--- src/rtl/knn_ctrl_pkg.sv ---
// Shared kNN types and defaults.
// Imported by the controller, the vote matcher and the datapath.
package knn_ctrl_pkg;

    localparam int KNN_K_DEFAULT       = 10;
    localparam int KNN_LABEL_W_DEFAULT = 8;

    typedef enum logic [2:0] {
        ST_IDLE  = 3'd0,
        ST_CLEAR = 3'd1,
        ST_FETCH = 3'd2,
        ST_DRAIN = 3'd3,
        ST_VOTE  = 3'd4,
        ST_DONE  = 3'd5
    } knn_state_e;

    function automatic int clog2(input int value);
        int r;
        int v;
        r = 0;
        v = value - 1;
        while (v > 0) begin
            r++;
            v = v >> 1;
        end
        return r;
    endfunction

endpackage

--- src/rtl/knn_vote_match.sv ---
// Counts filled neighbour slots whose label equals slot j's label.
// K comparators feeding a popcount; purely combinational.
module knn_vote_match
    import knn_ctrl_pkg::*;
#(
    parameter int K       = KNN_K_DEFAULT,
    parameter int LABEL_W = KNN_LABEL_W_DEFAULT,
    parameter int CW      = clog2(K + 1),
    parameter int JW      = (K > 1) ? clog2(K) : 1
) (
    input  logic [LABEL_W*K-1:0] labels,
    input  logic [JW-1:0]        j,
    input  logic [CW-1:0]        filled,
    output logic [LABEL_W-1:0]   sel_label,
    output logic [CW-1:0]        count
);

    always_comb begin
        sel_label = labels[int'(j)*LABEL_W +: LABEL_W];
        count     = '0;
        for (int i = 0; i < K; i++) begin
            if ((CW'(i) < filled) &&
                (labels[i*LABEL_W +: LABEL_W] == sel_label)) begin
                count = count + CW'(1);
            end
        end
    end

endmodule

--- src/rtl/knn_ctrl.sv ---
// kNN sequencer: clear chain, stream N points, majority vote over K.
// Define KNN_CTRL_CYCLE_CNT_EN to add the `cycles` latency counter.
module knn_ctrl
    import knn_ctrl_pkg::*;
#(
    parameter int DATA_W       = 32,
    parameter int LABEL_W      = KNN_LABEL_W_DEFAULT,
    parameter int K_NEIGHBOURS = KNN_K_DEFAULT,
    parameter int ADDR_W       = 10,
    parameter int DRAIN_CYCLES = 2
) (
    input  logic                         clk,
    input  logic                         rst,
    input  logic                         start,
    input  logic [ADDR_W:0]              n_points,
    output logic                         mem_en,
    output logic [ADDR_W-1:0]            mem_addr,
    input  logic [LABEL_W-1:0]           mem_label,
    output logic                         dp_valid,
    output logic [LABEL_W-1:0]           dp_label,
    output logic                         dp_clear,
    input  logic [LABEL_W*K_NEIGHBOURS-1:0] nb_labels,
    output logic                         busy,
    output logic                         done,
    output logic                         empty,
    output logic [LABEL_W-1:0]           result_label
`ifdef KNN_CTRL_CYCLE_CNT_EN
    ,
    output logic [2*DATA_W-1:0]          cycles
`endif
);

    localparam int NW   = ADDR_W + 1;
    localparam int CW   = clog2(K_NEIGHBOURS + 1);
    localparam int JW   = (K_NEIGHBOURS > 1) ? clog2(K_NEIGHBOURS) : 1;
    localparam int SMAX = (K_NEIGHBOURS > DRAIN_CYCLES) ? K_NEIGHBOURS
                                                        : DRAIN_CYCLES;
    localparam int SW   = clog2(SMAX + 1);

    if (K_NEIGHBOURS < 1 || DATA_W < 2) begin : g_bad_params
        $error("knn_ctrl: K_NEIGHBOURS must be >= 1 and DATA_W >= 2");
    end

    knn_state_e         state, state_nxt;
    logic [NW-1:0]      n_reg;
    logic [NW-1:0]      addr_cnt;
    logic [SW-1:0]      step_cnt;
    logic [CW-1:0]      best_cnt;
    logic [LABEL_W-1:0] best_label;
    logic [CW-1:0]      filled;
    logic [JW-1:0]      j;
    logic [LABEL_W-1:0] sel_label;
    logic [CW-1:0]      count;
    logic               upd;

    assign mem_en   = (state == ST_FETCH);
    assign mem_addr = mem_en ? addr_cnt[ADDR_W-1:0] : '0;
    assign dp_clear = (state == ST_CLEAR);
    assign busy     = (state != ST_IDLE);
    assign done     = (state == ST_DONE);
    // Memory data arrives with dp_valid; gating keeps it quiet otherwise.
    assign dp_label = dp_valid ? mem_label : '0;

    assign j = JW'(step_cnt);

    always_comb begin
        if (int'(n_reg) >= K_NEIGHBOURS) filled = CW'(K_NEIGHBOURS);
        else                             filled = CW'(n_reg);
    end

    knn_vote_match #(
        .K       (K_NEIGHBOURS),
        .LABEL_W (LABEL_W),
        .CW      (CW),
        .JW      (JW)
    ) u_match (
        .labels    (nb_labels),
        .j         (j),
        .filled    (filled),
        .sel_label (sel_label),
        .count     (count)
    );

    // Strict compare: equal counts keep the nearer neighbour.
    assign upd = (CW'(j) < filled) && (count > best_cnt);

    always_comb begin
        state_nxt = state;
        unique case (state)
            ST_IDLE:  if (start) state_nxt = ST_CLEAR;
            ST_CLEAR: state_nxt = (n_reg == '0) ? ST_DONE : ST_FETCH;
            ST_FETCH: if (addr_cnt == n_reg - NW'(1)) state_nxt = ST_DRAIN;
            ST_DRAIN: if (step_cnt == SW'(DRAIN_CYCLES - 1))
                          state_nxt = ST_VOTE;
            ST_VOTE:  if (step_cnt == SW'(K_NEIGHBOURS - 1))
                          state_nxt = ST_DONE;
            ST_DONE:  state_nxt = ST_IDLE;
            default:  state_nxt = ST_IDLE;
        endcase
    end

    always_ff @(posedge clk or posedge rst) begin
        if (rst) begin
            state        <= ST_IDLE;
            n_reg        <= '0;
            addr_cnt     <= '0;
            step_cnt     <= '0;
            best_cnt     <= '0;
            best_label   <= '0;
            result_label <= '0;
            empty        <= 1'b0;
            dp_valid     <= 1'b0;
        end else begin
            state    <= state_nxt;
            dp_valid <= mem_en;
            unique case (state)
                ST_IDLE: begin
                    if (start) begin
                        n_reg        <= n_points;
                        empty        <= 1'b0;
                        result_label <= '0;
                    end
                end
                ST_CLEAR: begin
                    addr_cnt   <= '0;
                    step_cnt   <= '0;
                    best_cnt   <= '0;
                    best_label <= '0;
                    if (n_reg == '0) empty <= 1'b1;
                end
                ST_FETCH: addr_cnt <= addr_cnt + NW'(1);
                ST_DRAIN: begin
                    if (state_nxt == ST_VOTE) step_cnt <= '0;
                    else                      step_cnt <= step_cnt + SW'(1);
                end
                ST_VOTE: begin
                    step_cnt <= step_cnt + SW'(1);
                    if (upd) begin
                        best_cnt   <= count;
                        best_label <= sel_label;
                    end
                    if (state_nxt == ST_DONE)
                        result_label <= upd ? sel_label : best_label;
                end
                default: ;
            endcase
        end
    end

`ifdef KNN_CTRL_CYCLE_CNT_EN
    // Value seen during a busy cycle counts that cycle itself.
    always_ff @(posedge clk or posedge rst) begin
        if (rst) begin
            cycles <= '0;
        end else if (state == ST_IDLE && start) begin
            cycles <= (2*DATA_W)'(1);
        end else if (state != ST_IDLE && state != ST_DONE) begin
            cycles <= cycles + (2*DATA_W)'(1);
        end
    end
`endif

endmodule

--- config.mk ---
export PLATFORM = sky130hd
export DESIGN_NAME = knn_ctrl
export DESIGN_NICKNAME = d
export VERILOG_FILES = /design/src/rtl/knn_ctrl_pkg.sv /design/src/rtl/knn_vote_match.sv /design/src/rtl/knn_ctrl.sv
export SDC_FILE = /design/constraint.sdc
export NUM_CORES = 1
export LEC_CHECK = 0
export CAP_MARGIN = 10
export CORE_ASPECT_RATIO = 1.5
export CORE_MARGIN = 2
export CORE_UTILIZATION = 55
export CTS_BUF_LIST = sky130_fd_sc_hd__clkbuf_8
export DETAILED_ROUTE_END_ITERATION = 16
export PLACE_DENSITY = 0.86
export SKIP_CTS_REPAIR_TIMING = 1
export SLEW_MARGIN = 20
export SYNTH_ARGS = -nofsm -noshare
export SYNTH_HDL_FRONTEND = slang
export SYNTH_HIERARCHICAL = 1
export SYNTH_SLANG_ARGS = --single-unit
--- constraint.sdc ---
create_clock -name clk -period 11.05 [get_ports clk]
set_input_delay 2.21 -clock clk [delete_from_list [all_inputs] [get_ports clk]]
set_output_delay 2.21 -clock clk [all_outputs]
set_load 0.01 [all_outputs]
==> results_dict.tcl, run 1 <==
set metrics [dict create \
    p_clk_share_pct 7.6 \
    wire_per_inst_um 22.2 \
    hold_path.class "reg -> reg" \
    internal-power_uw 870 \
    vias 7142 \
    drc_errors 0 \
    die_y_um 140 \
    post-route-util_pct 69.1 \
    switching_power_uw 943 \
    cts_buffers 5 \
    syn2layout_area_growth_pct 22.7 \
    setup_viol 0 \
    cp_top_family "compound AO/OA/AOI/OAI gates" \
    peakVddDrop_uv 191 \
    multi_input_area_mm2 0.00506 \
    cp-start-kind "primary input" \
    rows 49 \
    final_hold_viol_count 0 \
    wirelength_um 24000 \
    end_kind "flip-flop" \
    placed_cells 1075 \
    synth_nets 936 \
    relSlewSlack_pct 30.2 \
    ys.flop_type "dfrtp_1" \
    switching_share_pct 52.0 \
    final_cell_mix "clkdlybuf4s50_1, mux2i_1, nand2_1" \
    cts_tree "yes" \
    dpl_cell_area_mm2 0.00819 \
    start_util_pct 56.3 \
    track_usage_pct 36.2 \
    ant_nets 0 \
    mostFrequentLayoutCell "clkdlybuf4s50_1" \
    synth.distinct_cells 81 \
    post_synth.cell_area_avg_um2 8.34 \
    finalMaxSlewViolations 0 \
    synthDominantCellAreaShare_pct 18.9 \
    crit_top_cell "ha_1" \
    seq_area_mm2 0.00128 \
    timing_worst_slew_pin_value_ns 1.04 \
    fill_cells 1016 \
    clock_sinks 51 \
    grt_max_degree 52 \
    num-nets-final 1054 \
    clk_transition_reported_paths_ns 0.11 \
    gp_congestion 1.07 \
    critPathMaxFanout 12 \
    vias_per_cell 6.59 \
    die_w_um 94.6 \
    rsz0062_at_grt "no" \
    grt_pass1_wl_um 37400 \
    first_global_vias 7181 \
    crit_required_ns 11.29 \
    port_buffers 133 \
    yosysWarnings 6 \
    overflow 0 \
    fmax_mhz 95.8 \
    clockBufferDepth 2 \
    synth_top_cell_by_area "dfrtp_1" \
    fin_setup_tns_ns 0 \
    cap_violations 0 \
    syn_inst 811 \
    core_area_mm2 0.0120 \
    ys_ff_latch 51 \
    pwr-share-seq_pct 18.6 \
    fin_crit_sh_pct 94.5 \
    power.leakage_uw 0.00353 \
    htree_levels 2 \
    cp_slowest_cell "a21oi_1" \
    clock-root-buffer "clkbuf_8" \
    total_power_uw 1810 \
    async_flop_share_pct 100 \
    fin_area_mm2 0.00831 \
    num_antenna_cells 0 \
    ioPinCount 134 \
    p_per_area_mw_per_mm2 218 \
    ys_seq_area_share_pct 18.9 \
    drtIter0Drc 567 \
    arrival_ns 10.69 \
    die_area_mm2 0.0132 \
    synthTopCellsByArea "dfrtp_1, mux2i_1, xnor2_1" \
    drt-pass1-iter-count 7 \
    worst-path-buf-inv 5 \
    syn_area_mm2 0.00677 \
    critical_path.max_stage_delay_ns 0.73 \
    power_frac_comb_pct 73.8 \
    fin_crit_ns 10.44 \
    synth-edff-count 0 \
    antenna_found_initial 0 \
    worstSetupPathType "in -> reg" \
    clock_latency_ns 0.32 \
    drive_gt1_share_pct 6.88 \
    fin_skew_ns 0.0182 \
    outcome "finished clean" \
    fin_cells 1083 \
    post-dp-hpwl_um 18700 \
]
## Yosys cell counts, types with 21 or more instances
| cell type | n |
|---|---|
| mux2i_1 | 81 |
| nand2_1 | 67 |
| xnor2_1 | 64 |
| dfrtp_1 | 51 |
| inv_1 | 50 |
| nor2_1 | 38 |
| o21ai_0 | 38 |
| ha_1 | 23 |
| a221oi_1 | 21 |
| and3_1 | 21 |
| nor3_1 | 21 |
## per-layer routing
metal,track usage [%],vias up,part of all wire (%)
met3,6.98,134,9.4
met5,0,-,0
met1,39.1,3279,34
li1,-,3243,-
met4,26.8,0,8.5
met2,61.5,486,48
## metrics by stage
step                      hold WS [ns]  setup WS, ns
after floorplan                  0.477          1.81
after global placement           0.465         0.691
after detailed placement         0.478         0.400
after CTS                        0.502         0.689
after global routing             0.535         0.109
final                            0.502         0.608
## final cells by class
class | count | share of cell area, %
Clock inverter | 3 | 0.557
Clock buffer | 5 | 0.829
Inverter | 53 | 2.43
Tap cell | 153 | 2.30
Sequential cell | 51 | 15.4
Timing Repair Buffer | 150 | 17.6
Multi-Input combinational cell | 668 | 60.9
## worst min-delay path, stage by stage, from the launching register on
cell	delay [ns]
dfrtp_1	0.37
nand2_1	0.05
o21ai_0	0.06
## power by group through the flow
| stage | clock network (µW) | registers (µW) | logic [µW] |
|---|---|---|---|
| 6_report | 137 | 338 | 1340 |
| 5_1_grt | 148 | 350 | 1420 |
| 4_1_cts | 139 | 336 | 1300 |
| 3_5_place_dp | 0 | 340 | 1290 |
| 3_3_place_gp | 0 | 336 | 1270 |
| 2_1_floorplan | 0 | 280 | 980 |
## cell families (layout without fill, tap and decap cells)
family | Yosys count | after routing | share of synthesized area [%]
AO/OA/AOI/OAI | 200 | 200 | 21.7
flip-flops | 51 | 51 | 18.9
XOR/XNOR | 92 | 92 | 13.6
adder cells (fa/ha/maj) | 23 | 23 | 4.25
buffers and inverters | 92 | 211 | 6.41
multiplexers | 98 | 98 | 14.8
AND/OR/NAND/NOR | 255 | 255 | 20.4
## final timing paths
kind / from / endpoint / slack (ns) / cells after the start
worst max-delay path: nb_labels[59] / best_cnt[0] / 0.61 / 37
worst min-delay path: result_label[2] / result_label[2] / 0.50 / 2
worst max register to register: j[0] / best_cnt[0] / 1.68 / 35
worst min register to register: result_label[2] / result_label[2] / 0.50 / 2
max in group asynchronous: rst / j[0] / 8.08 / 2
min in group asynchronous: rst / result_label[0] / 2.37 / 2
Power figures use the tool's default switching activity.
==> run 2, diff against run 1 <==
--- a/config.mk
+++ b/config.mk
@@ -12,6 +12,7 @@
 export CTS_BUF_LIST = sky130_fd_sc_hd__clkbuf_8
 export DETAILED_ROUTE_END_ITERATION = 16
 export PLACE_DENSITY = 0.86
+export SETUP_SLACK_MARGIN = 0.2
 export SKIP_CTS_REPAIR_TIMING = 1
 export SLEW_MARGIN = 20
 export SYNTH_ARGS = -nofsm -noshare
==> run 2 against run 1 <==
Power increased by 0.24%. Sequential share of layout area about the same. Final cell count unchanged. Largest power group unchanged.
==> results_dict.tcl, run 2 (synthesized netlist as in run 1, its figures left out) <==
set metrics [dict create \
    antenna_found_initial 0 \
    mostFrequentLayoutCell "clkdlybuf4s50_1" \
    syn2layout_area_growth_pct 22.9 \
    fin_setup_tns_ns 0 \
    peakVddDrop_uv 191 \
    placed_cells 1075 \
    worstSetupPathType "in -> reg" \
    gp_congestion 1.07 \
    track_usage_pct 36.2 \
    first_global_vias 7181 \
    drtIter0Drc 619 \
    outcome "finished clean" \
    final_hold_viol_count 0 \
    grtUsageMet2_pct 61.5 \
    die_area_mm2 0.0132 \
    num_antenna_cells 0 \
    rows 49 \
    rsz0062_at_grt "no" \
    clk_transition_reported_paths_ns 0.10 \
    cp_slowest_cell "a221oi_1" \
    relSlewSlack_pct 32.0 \
    ioPinCount 134 \
    clock_latency_ns 0.32 \
    grt_pass1_wl_um 37400 \
    met1_usage_pct 39.1 \
    final_cell_mix "clkdlybuf4s50_1, mux2i_1, nand2_1" \
    timing_worst_slew_pin_value_ns 1.01 \
    end_kind "flip-flop" \
    core_area_mm2 0.0120 \
    cap_violations 0 \
    ant_nets 0 \
    clock_sinks 51 \
    power.leakage_uw 0.00353 \
    vias 7183 \
    critical_path.max_stage_delay_ns 0.71 \
    dp_slack_ns 0.400 \
    vias_per_cell 6.63 \
    hold_path.class "reg -> reg" \
    crit_top_cell "ha_1" \
    setup_viol 0 \
    die_y_um 140 \
    cp-start-kind "primary input" \
    die_w_um 94.6 \
    drive_gt1_share_pct 7.20 \
    setup_ws_ns 0.722 \
    start_util_pct 56.3 \
    cts_tree "yes" \
    drc_errors 0 \
    post-dp-hpwl_um 18700 \
    busiest_layer "met2" \
    p_per_area_mw_per_mm2 218 \
    htree_levels 2 \
    port_buffers 133 \
    fmax_mhz 96.8 \
    post-route-util_pct 69.2 \
    fin_cells 1083 \
    critPathMaxFanout 12 \
    grt_util_met3_pct 6.98 \
    grt_max_degree 52 \
    cp_top_family "compound AO/OA/AOI/OAI gates" \
    num-nets-final 1054 \
    fin_crit_sh_pct 93.5 \
    drt-pass1-iter-count 5 \
    overflow 0 \
    fin_crit_ns 10.33 \
    worst-path-buf-inv 4 \
    fin_skew_ns 0.0160 \
    clockBufferDepth 2 \
    cts_buffers 5 \
    wire_per_inst_um 22.2 \
    arrival_ns 10.57 \
    clock-root-buffer "clkbuf_8" \
    wirelength_um 24100 \
    crit_required_ns 11.29 \
    finalMaxSlewViolations 0 \
]
## run 2: cell counts in the layout (fill, tap and decap cells not counted)
No cell type changed its count.
## run 2: layer usage
metal	share of wire (%)	wire length, µm	vias to the layer above
li1	-	-	3246
met3	8.0	1910	133
met4	8.6	2060	0
met5	0	0	-
met2	49	11700	432
met1	35	8380	3372
## run 2: report_power, final
| part | internal [µW] | switching (µW) |
|---|---|---|
| Sequential | 229 | 108 |
| Clock | 68.3 | 68.5 |
| Combinational | 574 | 768 |
| Total | 872 | 945 |
## run 2: final cells by class
cell class                 instances  area [µm²]
timing repair buffer             150        1460
clock buffer                       5        68.8
multi-input combinational        668        5070
fill                            1016        3700
sequential                        51        1280
clock inverter                     3        46.3
inverter                          53         201
tap                              153         191
## run 2: path summary, 6_finish.rpt
kind | startpoint | to | slack [ns] | cells past startpoint
setup / recovery | nb_labels[63] | best_cnt[0] | 0.72 | 36
hold / removal | result_label[7] | result_label[7] | 0.50 | 2
setup reg to reg | j[0] | best_cnt[0] | 1.67 | 35
hold reg to reg | result_label[7] | result_label[7] | 0.50 | 2
max in group asynchronous | rst | j[0] | 8.09 | 2
min in group asynchronous | rst | result_label[6] | 2.36 | 2
## run 2: per-stage QoR
stage | total power (µW) | cell area [µm²] | hold WS (ns)
floorplan | 1260 | 6770 | 0.477
global placement | 1610 | 8190 | 0.465
detailed placement | 1630 | 8190 | 0.478
CTS | 1770 | 8300 | 0.502
global route | 1920 | 8320 | 0.535
finish | 1820 | 8320 | 0.499
## run 2: worst min-delay path: stages, from the launching register on
cell,delay [ns]
dfrtp_1,0.36
nand2_1,0.04
o21ai_0,0.06
==> run 3, diff against run 2 <==
--- a/config.mk
+++ b/config.mk
@@ -6,12 +6,11 @@
 export NUM_CORES = 1
 export LEC_CHECK = 0
 export CAP_MARGIN = 10
-export CORE_ASPECT_RATIO = 1.5
 export CORE_MARGIN = 2
 export CORE_UTILIZATION = 55
 export CTS_BUF_LIST = sky130_fd_sc_hd__clkbuf_8
 export DETAILED_ROUTE_END_ITERATION = 16
-export PLACE_DENSITY = 0.86
+export PLACE_DENSITY = 0.91
 export SETUP_SLACK_MARGIN = 0.2
 export SKIP_CTS_REPAIR_TIMING = 1
 export SLEW_MARGIN = 20
==> run 3 against run 2 <==
Via count shrank 1.2%. Final cell count down 0.92%. Combinational power barely moved. Register-to-register slack better by 0.43 ns. Clock power fell by 21%. Flip-flop and latch count did not move. Die area is 0.14% lower. Setup slack improved by 0.23 ns. Global-route usage is 1.3 points lower. Maximum frequency is 2.3% higher. Power decreased by 1.7%. Critical endpoint is now best_label[0].
==> results_dict.tcl, run 3 (synthesized netlist as in run 1, its figures left out) <==
set metrics [dict create \
    finalMaxSlewViolations 0 \
    first_global_vias 6596 \
    placed_cells 1065 \
    final_cell_mix "clkdlybuf4s50_1, mux2i_1, nand2_1" \
    overflow 0 \
    cp_slowest_cell "mux2i_1" \
    peakVddDrop_uv 177 \
    pwr-share-seq_pct 18.9 \
    worstSetupPathType "in -> reg" \
    power_frac_comb_pct 75.1 \
    ioPinCount 134 \
    r2r_start "j[0]" \
    met1_length_um 9900 \
    relSlewSlack_pct 35.2 \
    num_antenna_cells 0 \
    internal-power_uw 836 \
    fin_setup_tns_ns 0 \
    cap_violations 0 \
    crit_top_cell "ha_1" \
    num-nets-final 1050 \
    arrival_ns 10.32 \
    core_area_mm2 0.0120 \
    drt-pass1-iter-count 5 \
    hold_depth 2 \
    die_area_mm2 0.0132 \
    dpl_cell_area_mm2 0.00815 \
    timing_worst_slew_pin_value_ns 0.964 \
    wirelength_um 23300 \
    htree_levels 2 \
    cts_tree "yes" \
    clock_sinks 51 \
    cts_buffers 5 \
    clk_transition_reported_paths_ns 0.09 \
    r2r_cells 36 \
    rows 40 \
    die_y_um 115 \
    drive_gt1_share_pct 7.24 \
    vias_per_cell 6.62 \
    end_kind "flip-flop" \
    power.leakage_uw 0.00351 \
    final_hold_viol_count 0 \
    switching_power_uw 950 \
    gp_congestion 1.09 \
    hold_path.class "reg -> reg" \
    fin_area_mm2 0.00828 \
    drtIter0Drc 926 \
    top_layer "met4" \
    vias 7099 \
    mostFrequentLayoutCell "clkdlybuf4s50_1" \
    setup_viol 0 \
    r2r_setup_slack_ns 2.10 \
    clock-root-buffer "clkbuf_8" \
    drc_errors 0 \
    rsz0062_at_grt "no" \
    antenna_found_initial 0 \
    grt_max_degree 52 \
    min-delay-start "result_label[3]" \
    grt_pass1_wl_um 36200 \
    clockBufferDepth 2 \
    die_w_um 115 \
    switching_share_pct 53.2 \
    port_buffers 133 \
    r2r-end "best_label[0]" \
    cp-start-kind "primary input" \
    critical_path.max_stage_delay_ns 0.52 \
    clock_latency_ns 0.31 \
    post-dp-hpwl_um 18600 \
    p_per_area_mw_per_mm2 216 \
    start_util_pct 56.3 \
    syn2layout_area_growth_pct 22.4 \
    wire_per_inst_um 21.8 \
    outcome "finished clean" \
    fin_crit_sh_pct 91.4 \
    track_usage_pct 35.0 \
    fmax_mhz 99.0 \
    worstHoldEndpoint "result_label[3]" \
    crit_required_ns 11.27 \
    fin_cells 1073 \
    p_clk_share_pct 6.0 \
    dr_wl_met3_um 2380 \
    fin_crit_ns 10.10 \
    wl_met2_um 10500 \
    fin_skew_ns 0.00854 \
    critPathMaxFanout 12 \
    ant_nets 0 \
]
[run 3: changes by cell type in the layout (fill, tap and decap cells not counted), sizes merged]
cell,before,now
buf,17,13
bufinv,1,0
inv,51,52
[run 3: worst max-delay path, delay by kind of cell]
family | cells | cell delay (ns)
muxes | 3 | 1.06
AOI/OAI and AO/OA | 8 | 2.15
xor gates and xnor gates | 7 | 1.33
and+or+nand+nor | 9 | 1.59
adders and majority gates | 5 | 1.30
buffers and inverters | 4 | 0.70
[run 3: how the worst max path moves through the flow]
stage / end / from / depth (start not counted)
3_5_place_dp: best_label[0] / nb_labels[31] / 35
2_1_floorplan: best_cnt[0] / nb_labels[59] / 36
3_3_place_gp: best_cnt[1] / nb_labels[31] / 35
4_1_cts: best_label[0] / nb_labels[31] / 35
6_report: best_label[0] / nb_labels[73] / 36
5_1_grt: best_label[0] / nb_labels[73] / 36
[run 3: power groups by stage]
stage	clock (µW)	combinational [µW]	sequential (µW)
2_1_floorplan	0	980	280
3_3_place_gp	0	1260	334
3_5_place_dp	0	1280	338
4_1_cts	107	1290	334
5_1_grt	115	1420	348
6_report	108	1340	338
[run 3: cell type report]
cell class | count | area, µm²
clock buffers | 5 | 68.8
repair buffers | 146 | 1430
fillers | 965 | 3730
well taps | 147 | 184
inverters | 53 | 200
multi-input cells | 668 | 5100
flip-flops and latches | 51 | 1280
clock inverters | 3 | 16.3
[run 3: layer usage]
metal,track usage [%],up-vias
met2,54.8,430
li1,-,3239
met3,6.54,49
met1,50.0,3381
met4,8.51,0
met5,0,-
[run 3: stage by stage]
stage	power [µW]	setup WS [ns]	util [%]	hold WS (ns)
floorplan	1260	1.81	-	0.477
global placement	1590	0.583	67.8	0.468
detailed placement	1610	0.328	67.8	0.476
CTS	1730	0.650	68.5	0.496
global route	1890	0.319	68.9	0.519
finish	1790	0.953	68.9	0.491
